--- config.mk ---
export PLATFORM = sky130hd
export DESIGN_NAME = mux_nto1_pipe
export DESIGN_NICKNAME = d
export VERILOG_FILES = /design/src/rtl/mux_nto1_pipe.sv
export SDC_FILE = /design/constraint.sdc
export NUM_CORES = 1
export LEC_CHECK = 0
export BUFFER_PORTS_ARGS = -buffer_cell sky130_fd_sc_hd__buf_2
export CORE_ASPECT_RATIO = 2
export CORE_MARGIN = 10
export CORE_UTILIZATION = 51
export DETAILED_ROUTE_END_ITERATION = 7
export PLACE_DENSITY = 0.79
export SLEW_MARGIN = 20
export SYNTH_ARGS = -nofsm -noshare
export SYNTH_HDL_FRONTEND = slang
export SYNTH_SLANG_ARGS = --single-unit
--- constraint.sdc ---
create_clock -name Clk -period 2.4 [get_ports Clk]
set_clock_uncertainty 0.05 [all_clocks]
set_input_delay 0.36 -clock Clk [delete_from_list [all_inputs] [get_ports Clk]]
set_output_delay 0.36 -clock Clk [all_outputs]
set_load 0.005 [all_outputs]
--- src/rtl/mux_nto1_pipe.sv ---
// N-to-1 word multiplexer with a registered two-entry (head + skid) output buffer.
// Selects one channel per accepted transfer and keeps strict FIFO order under backpressure.
module mux_nto1_pipe #(
    parameter int WIDTH  = 32,
    parameter int NUM_IN = 3,
    parameter int SEL_W  = 2
) (
    input  logic                    Clk,
    input  logic                    Reset,
    input  logic [NUM_IN*WIDTH-1:0] in_data,
    input  logic [SEL_W-1:0]        sel,
    input  logic                    in_valid,
    output logic                    in_ready,
    output logic [WIDTH-1:0]        out_data,
    output logic [SEL_W-1:0]        out_sel,
    output logic                    sel_err,
    output logic                    out_valid,
    input  logic                    out_ready,
    output logic [1:0]              level
);

    typedef enum logic [1:0] {
        EMPTY = 2'd0,
        ONE   = 2'd1,
        FULL  = 2'd2
    } state_t;

    localparam logic [SEL_W:0]   NUM_IN_C = (SEL_W+1)'(NUM_IN);
    localparam logic [SEL_W-1:0] LAST_CH  = SEL_W'(NUM_IN - 1);

    state_t            state_q;
    logic              in_ready_q;
    logic              out_valid_q;
    logic [WIDTH-1:0]  head_data_q;
    logic [SEL_W-1:0]  head_sel_q;
    logic              head_err_q;
    logic [WIDTH-1:0]  skid_data_q;
    logic [SEL_W-1:0]  skid_sel_q;
    logic              skid_err_q;

    logic [WIDTH-1:0]  cap_data_d;
    logic [SEL_W-1:0]  cap_sel_d;
    logic              cap_err_d;
    logic              accept_s;
    logic              pop_s;

    assign accept_s = in_valid & in_ready_q;
    assign pop_s    = out_valid_q & out_ready;

    // Resolve the effective channel (out-of-range folds onto the last channel) and pick its word
    always_comb begin
        cap_err_d  = ({1'b0, sel} >= NUM_IN_C);
        cap_data_d = {WIDTH{1'b0}};
        if (cap_err_d) begin
            cap_sel_d = LAST_CH;
        end else begin
            cap_sel_d = sel;
        end
        for (int k = 0; k < NUM_IN; k++) begin
            if (cap_sel_d == SEL_W'(k)) begin
                cap_data_d = in_data[k*WIDTH +: WIDTH];
            end else begin
                cap_data_d = cap_data_d;
            end
        end
    end

    // Occupancy state machine driving head/skid storage and the registered handshake outputs
    always_ff @(posedge Clk) begin
        if (!Reset) begin
            state_q     <= EMPTY;
            in_ready_q  <= 1'b1;
            out_valid_q <= 1'b0;
            head_data_q <= {WIDTH{1'b0}};
            head_sel_q  <= {SEL_W{1'b0}};
            head_err_q  <= 1'b0;
            skid_data_q <= {WIDTH{1'b0}};
            skid_sel_q  <= {SEL_W{1'b0}};
            skid_err_q  <= 1'b0;
        end else begin
            case (state_q)
                EMPTY: begin
                    if (accept_s) begin
                        head_data_q <= cap_data_d;
                        head_sel_q  <= cap_sel_d;
                        head_err_q  <= cap_err_d;
                        out_valid_q <= 1'b1;
                        state_q     <= ONE;
                    end else begin
                        state_q     <= EMPTY;
                    end
                end
                ONE: begin
                    if (accept_s && pop_s) begin
                        head_data_q <= cap_data_d;
                        head_sel_q  <= cap_sel_d;
                        head_err_q  <= cap_err_d;
                        state_q     <= ONE;
                    end else if (accept_s) begin
                        skid_data_q <= cap_data_d;
                        skid_sel_q  <= cap_sel_d;
                        skid_err_q  <= cap_err_d;
                        in_ready_q  <= 1'b0;
                        state_q     <= FULL;
                    end else if (pop_s) begin
                        out_valid_q <= 1'b0;
                        state_q     <= EMPTY;
                    end else begin
                        state_q     <= ONE;
                    end
                end
                FULL: begin
                    // in_ready is low here, so only a pop can change state
                    if (pop_s) begin
                        head_data_q <= skid_data_q;
                        head_sel_q  <= skid_sel_q;
                        head_err_q  <= skid_err_q;
                        in_ready_q  <= 1'b1;
                        state_q     <= ONE;
                    end else begin
                        state_q     <= FULL;
                    end
                end
                default: begin
                    state_q     <= EMPTY;
                    in_ready_q  <= 1'b1;
                    out_valid_q <= 1'b0;
                end
            endcase
        end
    end

    assign in_ready  = in_ready_q;
    assign out_valid = out_valid_q;
    assign out_data  = head_data_q;
    assign out_sel   = head_sel_q;
    assign sel_err   = head_err_q;
    assign level     = state_q;

endmodule

# Word level (Yosys, flattened, before mapping)
# Index checks and enable logic that the tools add are counted.
[word_totals] regBits=74 word_cells=65 in_bits=102 out_inout_bits=39
[op_classes] bitwise_logic=5 magnitude_cmp=1 eq_ne=11 reduce_logical=8 mux=31
[op_table] cell="two-way mux 32 bit" n=6
[op_table] cell="case mux 32 bit (3 select lines)" n=1
[op_table] cell="two-way mux 2 bit" n=7
[op_table] cell="!= test 2 bit (second input constant)" n=7
[op_table] cell="two-way mux 1 bit" n=12
[op_table] cell="case mux 2 bit (3 select lines)" n=2
[op_table] cell="case mux 1 bit (3 select lines)" n=3
[op_table] cell="AND reduction 4 bit" n=2
[op_table] cell="AND reduction 5 bit" n=1
[op_table] cell="== test 2 x 1 -> 1 bit (second input constant)" n=2
[op_table] cell="== test 2 bit (second input constant)" n=2
[op_table] cell="zero test 2 bit" n=2
[op_table] cell="NOT 1 bit" n=3
[op_table] cell="AND reduction 3 bit" n=1
[op_table] cell="nonzero test 3 bit" n=1
[op_table] cell="bitwise AND 1 bit" n=2
[op_table] cell="greater-or-equal comparator 2 bit (second input constant)" n=1
[op_table] cell="logical AND 1 bit" n=1

# Depth between registers and ports, before layout
# Gate-level depths: netlist (run 1).
[depth] depth_word=8 depth_mapped=9 ltp_nobuf=7

# Least setup slack after synthesis (run 1)
# Ideal clock, no wire load.
[synth_timing] path_kind="register to register" startpoint="register out_valid_q (netlist: out_valid)" endpoint="register head_data_q[4] (netlist: out_data[4])" n_path_buf=1 required_time_ns=2.280 path_stages_with_launch=9 arrival_ns=1.726 setup_ns=0.070 setup_slack_ns=0.554 synth_period_minus_slack_ns=1.846 path_cell_list="dfxtp_1 nand2_1 inv_1 ha_1 nand3b_1 o211a_4 buf_6 or4_1 a21boi_1"
[synth_via] elab_chain_len=4 elab_cells_between_ends=5 cone_classes="2 x eq/ne; 1 x bitwise; 2 x reduce/logical"
[synth_lines] item="from (decl)" line="33" source="logic out_valid_q;"
[synth_lines] item="from (signal assigned)" line="73" source="out_valid_q <= 1'b0;"
[synth_lines] item="from (signal assigned)" line="87" source="out_valid_q <= 1'b1;"
[synth_lines] item="from (signal assigned)" line="106" source="out_valid_q <= 1'b0;"
[synth_lines] item="bitwise AND 1 bit *" line="48" source="assign pop_s = out_valid_q & out_ready;"
[synth_lines] item="logical AND 1 bit" line="94" source="if (accept_s && pop_s) begin"
[synth_lines] item="!= test 2 bit (no line)"
[synth_lines] item="AND reduction 4 bit (no line) *"
[synth_lines] item="to (signal assigned)" line="74" source="head_data_q <= {WIDTH{1'b0}};"
[synth_lines] item="to (signal assigned)" line="95" source="head_data_q <= cap_data_d;"
[synth_lines] item="to (signal assigned)" line="115" source="head_data_q <= skid_data_q;"
[synth_lines] item="to (decl)" line="34" source="logic [WIDTH-1:0] head_data_q;"
# Mark *: on every way between the ends. The rest lies on a longest branch, timed or not.
# A chain may end at the register's enable or synchronous reset.

# Final worst setup path (run 1)
[layout_timing] startpoint="register out_valid_q (netlist: out_valid)" endpoint="register head_data_q[31] (netlist: out_data[31])"
# The elaborated chain is that of the path after synthesis.

==> reports/qor.csv, run 1 <==
stage,metric,value,unit
placement,dp_hpwl,8890,µm
critical_path,slowest_delay,0.54,ns
worst_hold_path,hold_path_class,input port to register,
floorplanning,core_area,7940,µm²
flow_run,drv_cap,0,
floorplanning,num_io_pins,141,
placement,placed_cells,732,
clocking,clock-sinks,74,
synthesis,synth_seq_area_share,35.4,%
timing,setup_viol,0,
critical_path,crit_required,2.61,ns
critical_path,setup.worst_path.start_class,register,
clocking,cts_max_level,3,
timing,slew_violations,0,
synthesis,yosysWarnings,0,
synthesis,syn_area,4180,µm²
clocking,cts_tree,built,
timing,fmax,450,MHz
global_routing,grt_overflow_total,0,
clocking,cts_max_path_buffers,2,
critical_path,crit_fanout,14,
drt,avgViaCountPerCell,5.72,
global_routing,grt_antenna_before_repair,0,
cells_and_area,synthToLayoutAreaGrowth,25.8,%
drt,routedWlPerCell,17.3,µm
cells_and_area,n_antenna_cell,0,
global_routing,grt_util_all_layers,19.4,%
critical_path,crit_arrival,2.43,ns
synthesis,synth_edf_count,0,
floorplanning,die_height,148,µm
floorplanning,initial_core_util,52.7,%
pwr,p_per_area,635,nW/µm²
cells_and_area,nFillCells,677,
critical_path,r2r_cells,7,
synthesis,syn_nets,628,
critical_path,cp_num_buf_inv,1,
global_routing,grt_max_degree,55,
synthesis,synth.area.top_cells,"dfxtp_1, a21boi_1, nand2_1",
clocking,clk_pin_slew,0.05,ns
worst_hold_path,min_path_cells,2,
critical_path,cp_cell_sequence,"nand2_2, inv_1, ha_1, nand3b_1, o211a_4, or4_1, a21boi_1",
drt,drt_iter0_markers,287,
synthesis,postSynthAreaPerCell,7.97,µm²
clocking,worst_skew_pair.late_latency,0.33,ns
pwr,cellLeakagePower,2.34,nW
drt,drc,0,
timing,tightestPinTransition,0.628,ns
clocking,cts_root_buf,clkbuf_16,
timing,max_slew_margin,58.1,%
drt,first_pass_iters,5,
synthesis,synth_area_leader_cell,dfxtp_1,
critical_path,path_depth,7,
critical_path,cp-end-kind,register,
synthesis,synth_top_area_share,35.4,%
synthesis,async_reset_ff_share,0,%
placement,portBuffers,140,
critical_path,crit_type,register to register,
floorplanning,rows,46,
clocking,cts_buffers,9,
critical_path,cp_slowest_cell,or4_1,
timing,finalCritPeriodShare,92.7,%
synthesis,ys_ff_latch,74,
cells_and_area,final_util,66.3,%
cells_and_area,final_cell_count_no_fill,748,
status,status,finished clean,
pwr,ir_drop,0.505,mV
global_routing,first_global_vias,4334,
drt,wl,12900,µm
drt,vias,4275,
synthesis,synthFlopType,dfxtp_1,
global_routing,grt_pass1_wl,20400,µm
timing,period_needed,2.22,ns
timing,finalHoldViolations,0,
floorplanning,die_w,84.0,µm
critical_path,reg2reg_slack,0.18,ns
placement,place_congestion,0.890,
floorplanning,die_area,12400,µm²
critical_path,cpLargestDelayFamily,simple AND/OR/NAND/NOR gates,
cells_and_area,drive_gt1_share,28.4,%
synthesis,syn_inst,525,
synthesis,synth.distinct_cells,34,
cells_and_area,fin_nets,753,
drt,antenna_left,0,
timing,rsz0062_at_grt,false,
timing,fin_tns_setup,0,ns
==> synthesized netlist by cell type, types with 2 or more instances <==
| cell type | n |
|---|---|
| o211ai_1 | 15 |
| a21boi_1 | 62 |
| mux2_2 | 8 |
| clkbuf_1 | 26 |
| nand3b_1 | 2 |
| inv_1 | 4 |
| nor2b_1 | 3 |
| a221o_1 | 17 |
| nor3b_1 | 2 |
| a21boi_0 | 9 |
| nand2b_1 | 50 |
| nor3_1 | 16 |
| buf_6 | 2 |
| o21ai_0 | 2 |
| nand2_1 | 111 |
| nand3_1 | 20 |
| dfxtp_1 | 74 |
| buf_4 | 3 |
| or4_1 | 15 |
| nor2_1 | 32 |
| mux2_1 | 7 |
| a21o_1 | 2 |
| mux2i_1 | 17 |
| a21oi_1 | 2 |
| buf_2 | 15 |
==> report_power, final <==
part,switching (W),internal [W]
registers,0.0000609,0.00133
logic,0.000396,0.000345
clock network,0.000472,0.000739
total,0.000929,0.00241
==> what timing repair did <==
| item | in CTS | in global routing |
|---|---|---|
| gates resized for setup | 0 | 2 |
| endpoints found under the setup margin | 0 | 12 |
| buffers inserted | 0 | 1 |
| hold buffers | 0 | 0 |
| endpoints found under the hold margin | 0 | 0 |
==> final timing paths <==
| path | start | to |
|---|---|---|
| worst min-delay path | Reset | in_ready$_SDFFE_PN1P_ |
| worst min register to register | out_data[10]$_SDFFE_PN0P_ | out_data[10]$_SDFFE_PN0P_ |
| worst max-delay path | out_valid$_SDFFE_PN0P_ | out_data[31]$_SDFFE_PN0P_ |
| worst max register to register | out_valid$_SDFFE_PN0P_ | out_data[31]$_SDFFE_PN0P_ |
==> cell usage in the layout, fill, tap and decap left out, drive strengths merged <==
master and n:
a31oi 1, nor2b 3, a211oi 1, a21boi 71, nor3 16, a221o 17, nand4bb 1, nor3b 2
buf 159, nand3 20, o211ai 15, a21oi 2, or4 15, o22ai 1, clkbuf 13, nor2 32
mux2i 17, nand2 111, nand2b 51, dfxtp 74, ha 1, inv 4, o211a 3, nand4b 1
o21ai 2, mux2 15, nand3b 2, a21o 2
==> through the flow <==
step / hold WS [ns] / power [W] / instance area (µm²) / setup slack (ns)
finish: 0.270 / 0.00334 / 5260 / 0.176
floorplan: 0.381 / 0.00185 / 4180 / 0.554
global placement: 0.385 / 0.00210 / 4960 / 0.234
global route: 0.281 / 0.00350 / 5260 / 0.0389
CTS: 0.266 / 0.00334 / 5230 / 0.151
detailed placement: 0.392 / 0.00213 / 4960 / 0.124
==> logic make-up after synthesis <==
family                   share of synthesized area (%)
buffers and inverters                             5.65
flip-flops                                        35.4
adder cells (fa/ha/maj)                          0.299
AND/OR/NAND/NOR                                   29.3
AO/OA/AOI/OAI                                     21.2
multiplexers                                      8.11
==> worst register-to-register path: stages (launching register included) <==
cell	delay [ns]
dfxtp_1	0.38
nand2_2	0.15
inv_1	0.14
ha_1	0.24
nand3b_1	0.21
o211a_4	0.27
or4_1	0.54
a21boi_1	0.17
==> layer usage <==
layer | routed length [µm] | global-route usage (%) | share of wire (%) | vias up
met3 | 886 | 5.53 | 6.9 | 28
li1 | - | - | - | 2064
met5 | 0 | 0 | 0 | -
met4 | 365 | 9.26 | 2.8 | 0
met2 | 6590 | 33.7 | 51 | 174
met1 | 5090 | 20.9 | 39 | 2009
==> cell type report <==
class	instances	area, µm²	area share [%]
Tap cell	96	120	2.28
Inverter	4	15.0	0.285
Multi-Input combinational cell	402	2500	47.6
Sequential cell	74	1480	28.2
Timing Repair Buffer	159	881	16.7
Clock buffer	13	260	4.95
==> state kept, by name, indices dropped and copies added (netlist names) <==
register	flops
level	2
out_sel	2
skid_err_q	1
skid_data_q	32
out_data	32
in_ready	1
sel_err	1
out_valid	1
skid_sel_q	2
(Power assumes the default switching activity.)
==> inputs of run 2 (changes only) <==
--- a/config.mk
+++ b/config.mk
@@ -9,6 +9,7 @@
 export CORE_ASPECT_RATIO = 2
 export CORE_MARGIN = 10
 export CORE_UTILIZATION = 51
+export CTS_BUF_LIST = sky130_fd_sc_hd__clkbuf_8 sky130_fd_sc_hd__clkbuf_16
 export DETAILED_ROUTE_END_ITERATION = 7
 export PLACE_DENSITY = 0.79
 export SLEW_MARGIN = 20
==> run 2 against run 1 <==
Global-route usage is the same. Sequential power about the same. Sequential cell count unchanged. Highest routed layer unchanged. Critical endpoint is now out_data[10]$_SDFFE_PN0P_. First-iteration DRC count fell by 0.35%. Power is 0.19% lower.
==> reports/qor.csv, run 2 (same netlist as run 1, synthesis figures left out) <==
stage,metric,value,unit,change
status,status,finished clean,,unchanged
global_routing,grt_util_all_layers,19.4,%,unchanged
floorplanning,initial_core_util,52.7,%,unchanged
critical_path,cp_cell_sequence,"nand2_2, inv_1, ha_1, nand3b_1, o211a_2, or4_1, a21boi_1",,"was nand2_2, inv_1, ha_1, nand3b_1, o211a_4, or4_1, a21boi_1"
clocking,cts_buffers,9,,unchanged
pwr,ir_drop,0.507,mV,was 0.505 mV
drt,drt_iter0_markers,286,,was 287
clocking,cts_max_path_buffers,2,,unchanged
critical_path,crit_arrival,2.43,ns,about the same
drt,wl,12900,µm,about the same
critical_path,cp-end-kind,register,,unchanged
clocking,cts_tree,built,,unchanged
timing,slew_violations,0,,unchanged
global_routing,grt_max_degree,55,,unchanged
floorplanning,rows,46,,unchanged
timing,holdWs,0.269,ns,was 0.270 ns
timing,max_slew_margin,58.4,%,was 58.1%
pwr,total_power,0.00334,W,about the same
cells_and_area,layout_common_cells,"buf_2, nand2_1, dfxtp_1, a21boi_1, nand2b_1",,unchanged
critical_path,crit_fanout,13,,was 14
timing,finalHoldViolations,0,,unchanged
floorplanning,die_w,84.0,µm,unchanged
critical_path,cp_slowest_cell,or4_1,,unchanged
critical_path,setup.worst_path.start_class,register,,unchanged
placement,dp_hpwl,8890,µm,unchanged
timing,finalCritPeriodShare,92.4,%,was 92.7%
clocking,cts_root_buf,clkbuf_16,,unchanged
floorplanning,core_area,7940,µm²,unchanged
clocking,clk_pin_slew,0.05,ns,about the same
cells_and_area,final_cell_count_no_fill,748,,unchanged
worst_hold_path,hold_path_class,input port to register,,unchanged
pwr,cellLeakagePower,2.35,nW,was 2.34 nW
drt,drc,0,,unchanged
drt,avgViaCountPerCell,5.72,,unchanged
cells_and_area,synthToLayoutAreaGrowth,25.8,%,unchanged
pwr,p_per_area,634,nW/µm²,was 635 nW/µm²
floorplanning,die_area,12400,µm²,unchanged
timing,tightestPinTransition,0.623,ns,was 0.628 ns
critical_path,cpLargestDelayFamily,simple AND/OR/NAND/NOR gates,,unchanged
drt,routedWlPerCell,17.2,µm,was 17.3 µm
cells_and_area,final_util,66.3,%,unchanged
cells_and_area,final_common_cell,buf_2,,unchanged
timing,rsz0062_at_grt,false,,unchanged
placement,portBuffers,140,,unchanged
global_routing,grt_overflow_total,0,,unchanged
timing,period_needed,2.22,ns,about the same
floorplanning,num_io_pins,141,,unchanged
drt,vias,4275,,unchanged
drt,first_pass_iters,5,,unchanged
drt,antenna_left,0,,unchanged
timing,fin_tns_setup,0,ns,unchanged
flow_run,drv_cap,0,,unchanged
placement,place_congestion,0.890,,unchanged
floorplanning,die_height,148,µm,unchanged
cells_and_area,drive_gt1_share,28.4,%,unchanged
cells_and_area,n_antenna_cell,0,,unchanged
critical_path,crit_required,2.62,ns,was 2.61 ns
global_routing,first_global_vias,4334,,unchanged
cells_and_area,fin_nets,753,,unchanged
critical_path,crit_type,register to register,,unchanged
timing,setup_viol,0,,unchanged
global_routing,grt_pass1_wl,20400,µm,unchanged
clocking,cts_max_level,3,,unchanged
critical_path,cp_num_buf_inv,1,,unchanged
critical_path,slowest_delay,0.55,ns,was 0.54 ns
clocking,worst_skew_pair.late_latency,0.33,ns,about the same
global_routing,grt_antenna_before_repair,0,,unchanged
clocking,clock-sinks,74,,unchanged
placement,placed_cells,732,,unchanged
timing,fmax,451,MHz,was 450 MHz
run 2: stage by stage:
stage | instance area (µm²) | setup WS (ns)
final | 5260 | 0.183
after global routing | 5260 | 0.0389
after CTS | 5230 | 0.151
after detailed placement | 4960 | 0.124
after global placement | 4960 | 0.234
after floorplan | 4180 | 0.554
run 2: area by class of cell:
type,instances,area [µm²]
fill,677,2680
multi-input combinational,402,2500
sequential,74,1480
timing repair buffer,159,881
clock buffer,11,253
tap,96,120
inverter,4,15.0
clock inverter,2,7.51
run 2: worst reg2reg max path: cells and delay by family (launching register included):
kind / cells / cell delay [ns]
compound gates: 2 / 0.44
fa+ha+maj: 1 / 0.24
buf+inv: 1 / 0.14
flops: 1 / 0.38
simple gates: 3 / 0.90
run 2: per-layer routing:
| metal | global-route usage [%] | share of wire (%) | vias up |
|---|---|---|---|
| met1 | 20.9 | 39 | 2010 |
| li1 | - | - | 2065 |
| met3 | 5.53 | 6.8 | 28 |
| met2 | 33.7 | 51 | 172 |
| met5 | 0 | 0 | - |
| met4 | 9.26 | 2.8 | 0 |
run 2: worst paths after layout:
path / start / end / slack, ns / depth (start not counted)
max: out_valid$_SDFFE_PN0P_ / out_data[10]$_SDFFE_PN0P_ / 0.18 / 7
min: Reset / in_ready$_SDFFE_PN1P_ / 0.27 / 2
max reg2reg: out_valid$_SDFFE_PN0P_ / out_data[10]$_SDFFE_PN0P_ / 0.18 / 7
min reg2reg: out_data[10]$_SDFFE_PN0P_ / out_data[10]$_SDFFE_PN0P_ / 0.40 / 2
run 2: power by group:
| part | switching [W] | internal (W) | total, W |
|---|---|---|---|
| clock network | 0.000476 | 0.000731 | 0.00121 |
| logic | 0.000395 | 0.000345 | 0.000740 |
| registers | 0.0000608 | 0.00133 | 0.00139 |
run 2: what timing repair did:
action,4_1_cts,5_1_grt
setup endpoints to repair,0,12
buffers inserted,0,1
gates resized for setup,0,2
hold endpoints to repair,0,0
hold buffers,0,0
